**config.mk**
```make
export PLATFORM = sky130hd
export DESIGN_NAME = int_priority_ctrl
export DESIGN_NICKNAME = d
export VERILOG_FILES = /design/src/rtl/int_priority_ctrl.sv
export SDC_FILE = /design/constraint.sdc
export NUM_CORES = 1
export LEC_CHECK = 0
export CAP_MARGIN = 20
export CORE_MARGIN = 2
export CORE_UTILIZATION = 23
export CTS_CLUSTER_DIAMETER = 150
export CTS_CLUSTER_SIZE = 14
export DETAILED_ROUTE_END_ITERATION = 6
export GPL_ROUTABILITY_DRIVEN = 0
export PLACE_DENSITY = 0.5
export SLEW_MARGIN = 10
export SYNTH_ARGS = -nofsm -noshare
export SYNTH_HDL_FRONTEND = slang
export SYNTH_SLANG_ARGS = --single-unit
```
**constraint.sdc**
```tcl
create_clock -name clock -period 2.5 [get_ports clock]
set_clock_uncertainty 0.2 [all_clocks]
set_input_delay 0.375 -clock clock [delete_from_list [all_inputs] [get_ports clock]]
set_output_delay 0.375 -clock clock [all_outputs]
set_load 0.01 [all_outputs]
```
**src/rtl/int_priority_ctrl.sv**
```systemverilog
// Interrupt priority controller: rising-edge request capture into a pending register,
// masked fixed-priority or round-robin arbitration, and a two-state serve/acknowledge FSM.
module int_priority_ctrl #(
  parameter int N  = 4,
  parameter int W  = 8,
  parameter int IW = (N > 1) ? $clog2(N) : 1
) (
  input  logic            clock,
  input  logic            reset_n,
  input  logic            m,
  input  logic            rr,
  input  logic [N-1:0]    req,
  input  logic [N-1:0]    mask,
  input  logic [N*W-1:0]  vec,
  input  logic            ack,
  output logic            irq,
  output logic [IW-1:0]   id,
  output logic [W-1:0]    y,
  output logic [N-1:0]    pend
);

  typedef enum logic {
    IDLE = 1'b0,
    BUSY = 1'b1
  } state_t;

  state_t        r_state;
  state_t        w_state_nxt;

  logic [N-1:0]  r_req_d;
  logic          r_armed;
  logic [N-1:0]  r_pend;
  logic [IW-1:0] r_id;
  logic [W-1:0]  r_y;
  logic [IW-1:0] r_ptr;

  logic [N-1:0]  w_rise;
  logic [N-1:0]  w_elig;
  logic [N-1:0]  w_elig_hi;
  logic [N-1:0]  w_pend_nxt;
  logic [IW-1:0] w_grant_id;
  logic [W-1:0]  w_grant_vec;
  logic [IW-1:0] w_ptr_nxt;
  logic          w_grant_vld;
  logic          w_do_grant;
  logic          w_do_ack;

  // Returns the index of the lowest set bit of v (0 when v is empty).
  function automatic logic [IW-1:0] f_lowest(input logic [N-1:0] v);
    logic [IW-1:0] idx;
    logic          found;
    idx   = '0;
    found = 1'b0;
    for (int unsigned i = 0; i < N; i++) begin
      if (v[i] && !found) begin
        idx   = IW'(i);
        found = 1'b1;
      end
    end
    return idx;
  endfunction

  // The first edge after reset release only loads the history, so a request
  // already high across release is never mistaken for a new rising edge.
  always_comb begin
    w_rise = '0;
    if (r_armed) begin
      w_rise = req & ~r_req_d;
    end
  end

  always_comb begin
    w_elig = '0;
    if (m) begin
      w_elig = r_pend & mask;
    end else begin
      w_elig[0] = r_pend[0] & mask[0];
    end
  end

  // Round-robin: prefer the lowest eligible index at or above ptr, else wrap
  // to the lowest eligible index overall.
  always_comb begin
    w_elig_hi = '0;
    for (int unsigned i = 0; i < N; i++) begin
      w_elig_hi[i] = w_elig[i] && (IW'(i) >= r_ptr);
    end
  end

  always_comb begin
    w_grant_vld = |w_elig;
    w_grant_id  = f_lowest(w_elig);
    if (m && rr && (|w_elig_hi)) begin
      w_grant_id = f_lowest(w_elig_hi);
    end
  end

  always_comb begin
    w_grant_vec = '0;
    for (int unsigned i = 0; i < N; i++) begin
      if (IW'(i) == w_grant_id) begin
        w_grant_vec = vec[i*W +: W];
      end
    end
  end

  always_comb begin
    w_state_nxt = r_state;
    w_do_grant  = 1'b0;
    w_do_ack    = 1'b0;
    case (r_state)
      IDLE: begin
        if (w_grant_vld) begin
          w_state_nxt = BUSY;
          w_do_grant  = 1'b1;
        end
      end
      BUSY: begin
        if (ack) begin
          w_state_nxt = IDLE;
          w_do_ack    = 1'b1;
        end
      end
      default: w_state_nxt = IDLE;
    endcase
  end

  // Clear-on-ack is applied before the set so a coincident new edge keeps the bit.
  always_comb begin
    w_pend_nxt = r_pend;
    if (w_do_ack) begin
      for (int unsigned i = 0; i < N; i++) begin
        if (IW'(i) == r_id) begin
          w_pend_nxt[i] = 1'b0;
        end
      end
    end
    w_pend_nxt = w_pend_nxt | w_rise;
  end

  always_comb begin
    w_ptr_nxt = r_ptr;
    if (w_do_ack) begin
      if (r_id == IW'(N - 1)) begin
        w_ptr_nxt = '0;
      end else begin
        w_ptr_nxt = r_id + 1'b1;
      end
    end
  end

  always_ff @(posedge clock) begin
    if (!reset_n) begin
      r_state <= IDLE;
      r_req_d <= '0;
      r_armed <= 1'b0;
      r_pend  <= '0;
      r_id    <= '0;
      r_y     <= '0;
      r_ptr   <= '0;
    end else begin
      r_state <= w_state_nxt;
      r_req_d <= req;
      r_armed <= 1'b1;
      r_pend  <= w_pend_nxt;
      r_ptr   <= w_ptr_nxt;
      if (w_do_grant) begin
        r_id <= w_grant_id;
        r_y  <= w_grant_vec;
      end
    end
  end

  assign irq  = (r_state == BUSY);
  assign id   = r_id;
  assign y    = r_y;
  assign pend = r_pend;

endmodule

```
==> results of run 1 <==
metal layers:
metal	global-route usage, %	vias to the layer above	part of all wire, %
met4	4.364	0	1.5
met1	14.80	512	45
li1	-	570	-
met5	0	-	0
met3	3.199	5	8.0
met2	20.35	63	46
registers in the layout, summed over array words and instances (netlist names):
register,flops
r_ptr,2
r_req_d,4
pend,4
irq,1
y,8
r_armed,1
id,2
power groups by stage:
| stage | combinational (mW) | sequential [mW] | clock, mW |
|---|---|---|---|
| global placement | 0.204 | 0.397 | 0 |
| finish | 0.205 | 0.390 | 0.222 |
| floorplan | 0.0783 | 0.400 | 0 |
| global route | 0.223 | 0.394 | 0.243 |
| CTS | 0.207 | 0.390 | 0.229 |
| detailed placement | 0.206 | 0.398 | 0 |
layout make-up:
cell class	count	area, sq um	share of cell area [%]
tap	70	87.58	4.519
timing repair buffer	63	633.1	32.67
clock buffer	3	41.29	2.130
sequential	22	440.4	22.72
inverter	6	22.52	1.162
multi-input combinational	93	713.2	36.80
worst max-delay path, cell delays in order:
cell	delay, ps
clkdlybuf4s50_1	520
and2_1	230
o221ai_2	140
a21oi_4	190
buf_12	180
mux2i_1	220
mux2i_1	90
a22o_1	230
logic make-up after synthesis:
logic type               count (synthesis)  share of synthesized area, %
AO/OA/AOI/OAI                           27                         17.96
adder cells (fa/ha/maj)                  4                         4.128
buffers and inverters                   11                         4.850
flip-flops                              22                         36.33
multiplexers                            25                         20.64
AND/OR/NAND/NOR                         37                         16.10
final timing paths:
check             slack (ps)                from           endpoint  cells past startpoint
setup / recovery         280                   m  y[7]$_SDFFE_PN0P_                      8
hold / removal           290   y[2]$_SDFFE_PN0P_  y[2]$_SDFFE_PN0P_                      1
setup reg to reg         500  pend[2]$_SDFF_PN0_  y[5]$_SDFFE_PN0P_                      5
hold reg to reg          290   y[2]$_SDFFE_PN0P_  y[2]$_SDFFE_PN0P_                      1
layout by cell type (no fill, tap or decap), types with 3 or more instances in the layout:
cell type	count
buf_4	3
nand2_1	12
a32oi_1	3
a21oi_1	3
inv_1	6
mux2i_1	25
nor2b_1	6
and2_1	11
a22o_1	8
clkdlybuf4s50_1	59
clkbuf_8	3
dfxtp_1	22
ha_1	4
==> results_dict.tcl, run 1 <==
set metrics [dict create \
    post_cts_resized 0 \
    place_area_sq_mm 0.001897 \
    drive_gt1_share_pct 5.348 \
    hold_slack_ps 293.8 \
    synth_ff_type "dfxtp_1" \
    grt_pass1_wl_mm 5.692 \
    place_ws_ps 12.80 \
    rsz0062_at_grt "false" \
    p_switching_mw 0.2051 \
    fmax_mhz 451.3 \
    vias 1150 \
    internal-power_mw 0.6111 \
    ys_ff_latch 22 \
    finalWorstSetupSlack_ps 284.2 \
    cts.path.max_buffers 2 \
    rows 26 \
    syn_nets 175 \
    finalCritPeriodShare_pct 88.63 \
    drtAntennaViolNets 0 \
    post-cts-setup-buffers 0 \
    synth_cell_types 29 \
    areaGrowthSynthToFinish_pct 59.86 \
    setup_violations 0 \
    via_per_inst 4.475 \
    htree_num_levels 1 \
    final_cells 257 \
    yosysSeqAreaShare_pct 36.33 \
    insertion_delay_ps 260 \
    synth_commonest_cells "25 x mux2i_1, 22 x dfxtp_1, 12 x nand2_1" \
    hp-class "reg -> reg" \
    synthTopCellsByArea "dfxtp_1 36%, mux2i_1 21%, a22o_1 5.8%" \
    synthArstFlopShare_pct 0 \
    tns_ps 0 \
    power_frac_comb_pct 25.1 \
    synth_top_area_share_pct 36.33 \
    cp.arrival_ps 2180 \
    netlist_area_sq_mm 0.001212 \
    p_per_area_mw_per_mm2 421.1 \
    avgSynthCellArea_sq_um 9.622 \
    status "complete, no violations" \
    wl_per_cell_um 12.97 \
    placedCellCount 254 \
    first_pass_iters 4 \
    cts_tree "yes" \
    portBuffers 59 \
    antenna_found_initial 0 \
    total_power_mw 0.8162 \
    cts_inserted_buffers 3 \
    die_h_um 76.61 \
    synth-edff-count 0 \
    final_area_sq_mm 0.001938 \
    drv_slew 0 \
    yosysMostFrequentCell "mux2i_1" \
    wl_mm 3.334 \
    path_class "in -> reg" \
    cap_viol_max_count 0 \
    grt_max_degree 18 \
    path_clk_slew_ps 80 \
    cts_hold_buf 0 \
    n_antenna_cell 0 \
    startpoint_type "primary input" \
    grt_pass1_vias 1156 \
    tightest_slew_ps 577.4 \
    die_w_um 76.61 \
    io_pins 60 \
    fin_nets 238 \
    crit_path_max_fanout 17 \
    peakVddDrop_mv 0.1600 \
    gr-total-overflow 0 \
    p_clk_share_pct 27.2 \
    drc 0 \
    initial_utilization_pct 23.74 \
    synthCells 126 \
    leakagePower_nw 0.7494 \
    hpwl_mm 2.679 \
    period_minus_slack_ps 2216 \
    utilization_pct 37.95 \
    cp.required_ps 2460 \
    nFillCells 540 \
    endpoint_kind "register" \
    p_seq_share_pct 47.7 \
    root_buffer "clkbuf_8" \
    relSlewSlack_pct 61.43 \
    sw_frac_of_total_pct 25.12 \
    hold_violations 0 \
    ys_warn_count 0 \
    core_region_area_sq_mm 0.005107 \
    grt_usage_pct 12.10 \
    yosysTopAreaCell "dfxtp_1" \
    initialDrtViolationCount 47 \
    clock_sinks 22 \
    dieArea_sq_mm 0.005868 \
]
Note: power is estimated with default switching activity, not from simulation.
==> run 2, diff against run 1 <==
--- a/config.mk
+++ b/config.mk
@@ -6,13 +6,16 @@
 export NUM_CORES = 1
 export LEC_CHECK = 0
 export CAP_MARGIN = 20
+export CELL_PAD_IN_SITES_DETAIL_PLACEMENT = 2
+export CELL_PAD_IN_SITES_GLOBAL_PLACEMENT = 2
+export CORE_ASPECT_RATIO = 1.25
 export CORE_MARGIN = 2
-export CORE_UTILIZATION = 23
+export CORE_UTILIZATION = 22
 export CTS_CLUSTER_DIAMETER = 150
 export CTS_CLUSTER_SIZE = 14
 export DETAILED_ROUTE_END_ITERATION = 6
 export GPL_ROUTABILITY_DRIVEN = 0
-export PLACE_DENSITY = 0.5
+export PLACE_DENSITY = 0.77
 export SLEW_MARGIN = 10
 export SYNTH_ARGS = -nofsm -noshare
 export SYNTH_HDL_FRONTEND = slang
==> run 2 against run 1 <==
  * Routed wire length rose by 23%
  * Maximum frequency fell by 0.10%
  * Via count rose by 5.7%
  * Non-clock buffer count did not move
  * Sequential share of layout area fell by 0.26 points
  * Clock power rose by 50%
  * Sequential power barely moved
  * Critical endpoint is now y[0]$_SDFFE_PN0P_
  * Largest power group unchanged
  * Highest routed layer unchanged
==> results_dict.tcl, run 2 (same netlist as run 1, synthesis figures left out) <==
set metrics [dict create \
    grt_max_degree 18 \
    wl_per_cell_um 16.31 \
    grt_pass1_wl_mm 6.824 \
    period_minus_slack_ps 2218 \
    crit_path_cell_trace "clkdlybuf4s50_1 -> and2_1 -> o21ai_1 -> a21oi_1 -> nor2b_1 -> a22o_1" \
    cpLargestDelayFamily "compound AO/OA/AOI/OAI gates" \
    hp-class "reg -> reg" \
    relSlewSlack_pct 64.06 \
    cp_slowest_stage_delay_ps 470 \
    peakVddDrop_mv 0.1976 \
    die_w_um 70.40 \
    post_cts_resized 0 \
    drtAntennaViolNets 0 \
    rows 30 \
    startpoint_type "primary input" \
    htree_num_levels 1 \
    hold_violations 0 \
    fin_nets 238 \
    finalCritPeriodShare_pct 88.72 \
    layout_common_cells "59 x clkdlybuf4s50_1, 25 x mux2i_1, 22 x dfxtp_1, 12 x nand2_1, 11 x and2_1" \
    core_region_area_sq_mm 0.005368 \
    leakagePower_nw 0.7636 \
    nFillCells 590 \
    initialDrtViolationCount 28 \
    io_pins 60 \
    cp.arrival_ps 2230 \
    initial_utilization_pct 22.59 \
    hold_slack_ps 279.0 \
    clock_sinks 22 \
    antenna_found_initial 0 \
    grt_pass1_vias 1372 \
    final_area_sq_mm 0.001961 \
    grt_usage_pct 13.99 \
    gr-total-overflow 0 \
    die_h_um 87 \
    rsz0062_at_grt "false" \
    setup_violations 0 \
    finalWorstSetupSlack_ps 282.0 \
    place_ws_ps -26.84 \
    cts_hold_buf 0 \
    drive_gt1_share_pct 5.851 \
    cts_inserted_buffers 3 \
    utilization_pct 36.53 \
    drv_slew 0 \
    n_antenna_cell 0 \
    areaGrowthSynthToFinish_pct 61.71 \
    p_per_area_mw_per_mm2 475.9 \
    cts.path.max_buffers 2 \
    dieArea_sq_mm 0.006125 \
    cts_tree "yes" \
    path_class "in -> reg" \
    root_buffer "clkbuf_8" \
    cp.required_ps 2520 \
    tns_ps 0 \
    endpoint_kind "register" \
    fmax_mhz 450.9 \
    portBuffers 59 \
    status "complete, no violations" \
    crit_path_max_fanout 8 \
    cap_viol_max_count 0 \
    first_pass_iters 4 \
    vias 1216 \
    critical_path_buf_inv_count 1 \
    insertion_delay_ps 270 \
    wl_mm 4.109 \
    slowest_stage "nor2b_1" \
    post-cts-setup-buffers 0 \
    hpwl_mm 3.346 \
    place_area_sq_mm 0.001889 \
    largest_reg_flops 8 \
    tightest_slew_ps 538.0 \
    via_per_inst 4.825 \
    drc 0 \
    path_clk_slew_ps 80 \
    mostFrequentLayoutCell "clkdlybuf4s50_1" \
]
-- run 2: final timing paths --
kind | startpoint | endpoint | slack, ps | cells past startpoint
max | mask[3] | y[0]$_SDFFE_PN0P_ | 280 | 6
min | y[7]$_SDFFE_PN0P_ | y[7]$_SDFFE_PN0P_ | 280 | 1
max reg2reg | pend[3]$_SDFF_PN0_ | y[0]$_SDFFE_PN0P_ | 470 | 5
min reg2reg | y[7]$_SDFFE_PN0P_ | y[7]$_SDFFE_PN0P_ | 280 | 1
-- run 2: where the power goes --
part	internal, mW	switching [mW]	leakage, nW	total, mW
logic	0.132	0.0773	0.547	0.209
clock network	0.214	0.119	0.0357	0.333
registers	0.372	0.0188	0.180	0.390
total	0.718	0.215	0.764	0.933
-- run 2: worst register-to-register path, cell delays in order, from the launching register on --
cell	delay, ps
dfxtp_1	360
and2_1	200
o21ai_1	360
a21oi_1	170
nor2b_1	470
a22o_1	230
-- run 2: area by class of cell --
cell class | count | area [sq um] | share of cell area [%]
clock inverters | 1 | 30.03 | 1.532
clock buffers | 3 | 41.29 | 2.106
inverters | 6 | 22.52 | 1.149
multi-input cells | 93 | 713.2 | 36.38
well taps | 64 | 80.08 | 4.084
repair buffers | 63 | 633.1 | 32.29
flip-flops and latches | 22 | 440.4 | 22.46
-- run 2: per-stage QoR --
stage               power [mW]  std cells
floorplan               0.4781        126
global placement        0.5999        248
detailed placement      0.6106        248
CTS                     0.9455        252
global route            0.9801        252
finish                  0.9330        252
-- run 2: routing by layer --
layer  wire length (um)  GRT usage (%)
met5                  0              0
met4                 34          2.622
met3                214          2.662
met2               2394          29.93
met1               1466          13.52
==> run 3, diff against run 2 <==
--- a/config.mk
+++ b/config.mk
@@ -12,7 +12,6 @@
 export CORE_MARGIN = 2
 export CORE_UTILIZATION = 22
 export CTS_CLUSTER_DIAMETER = 150
-export CTS_CLUSTER_SIZE = 14
 export DETAILED_ROUTE_END_ITERATION = 6
 export GPL_ROUTABILITY_DRIVEN = 0
 export PLACE_DENSITY = 0.77
==> results of run 3 <==
Final layout, timing and power as in run 2 (identical DEF).
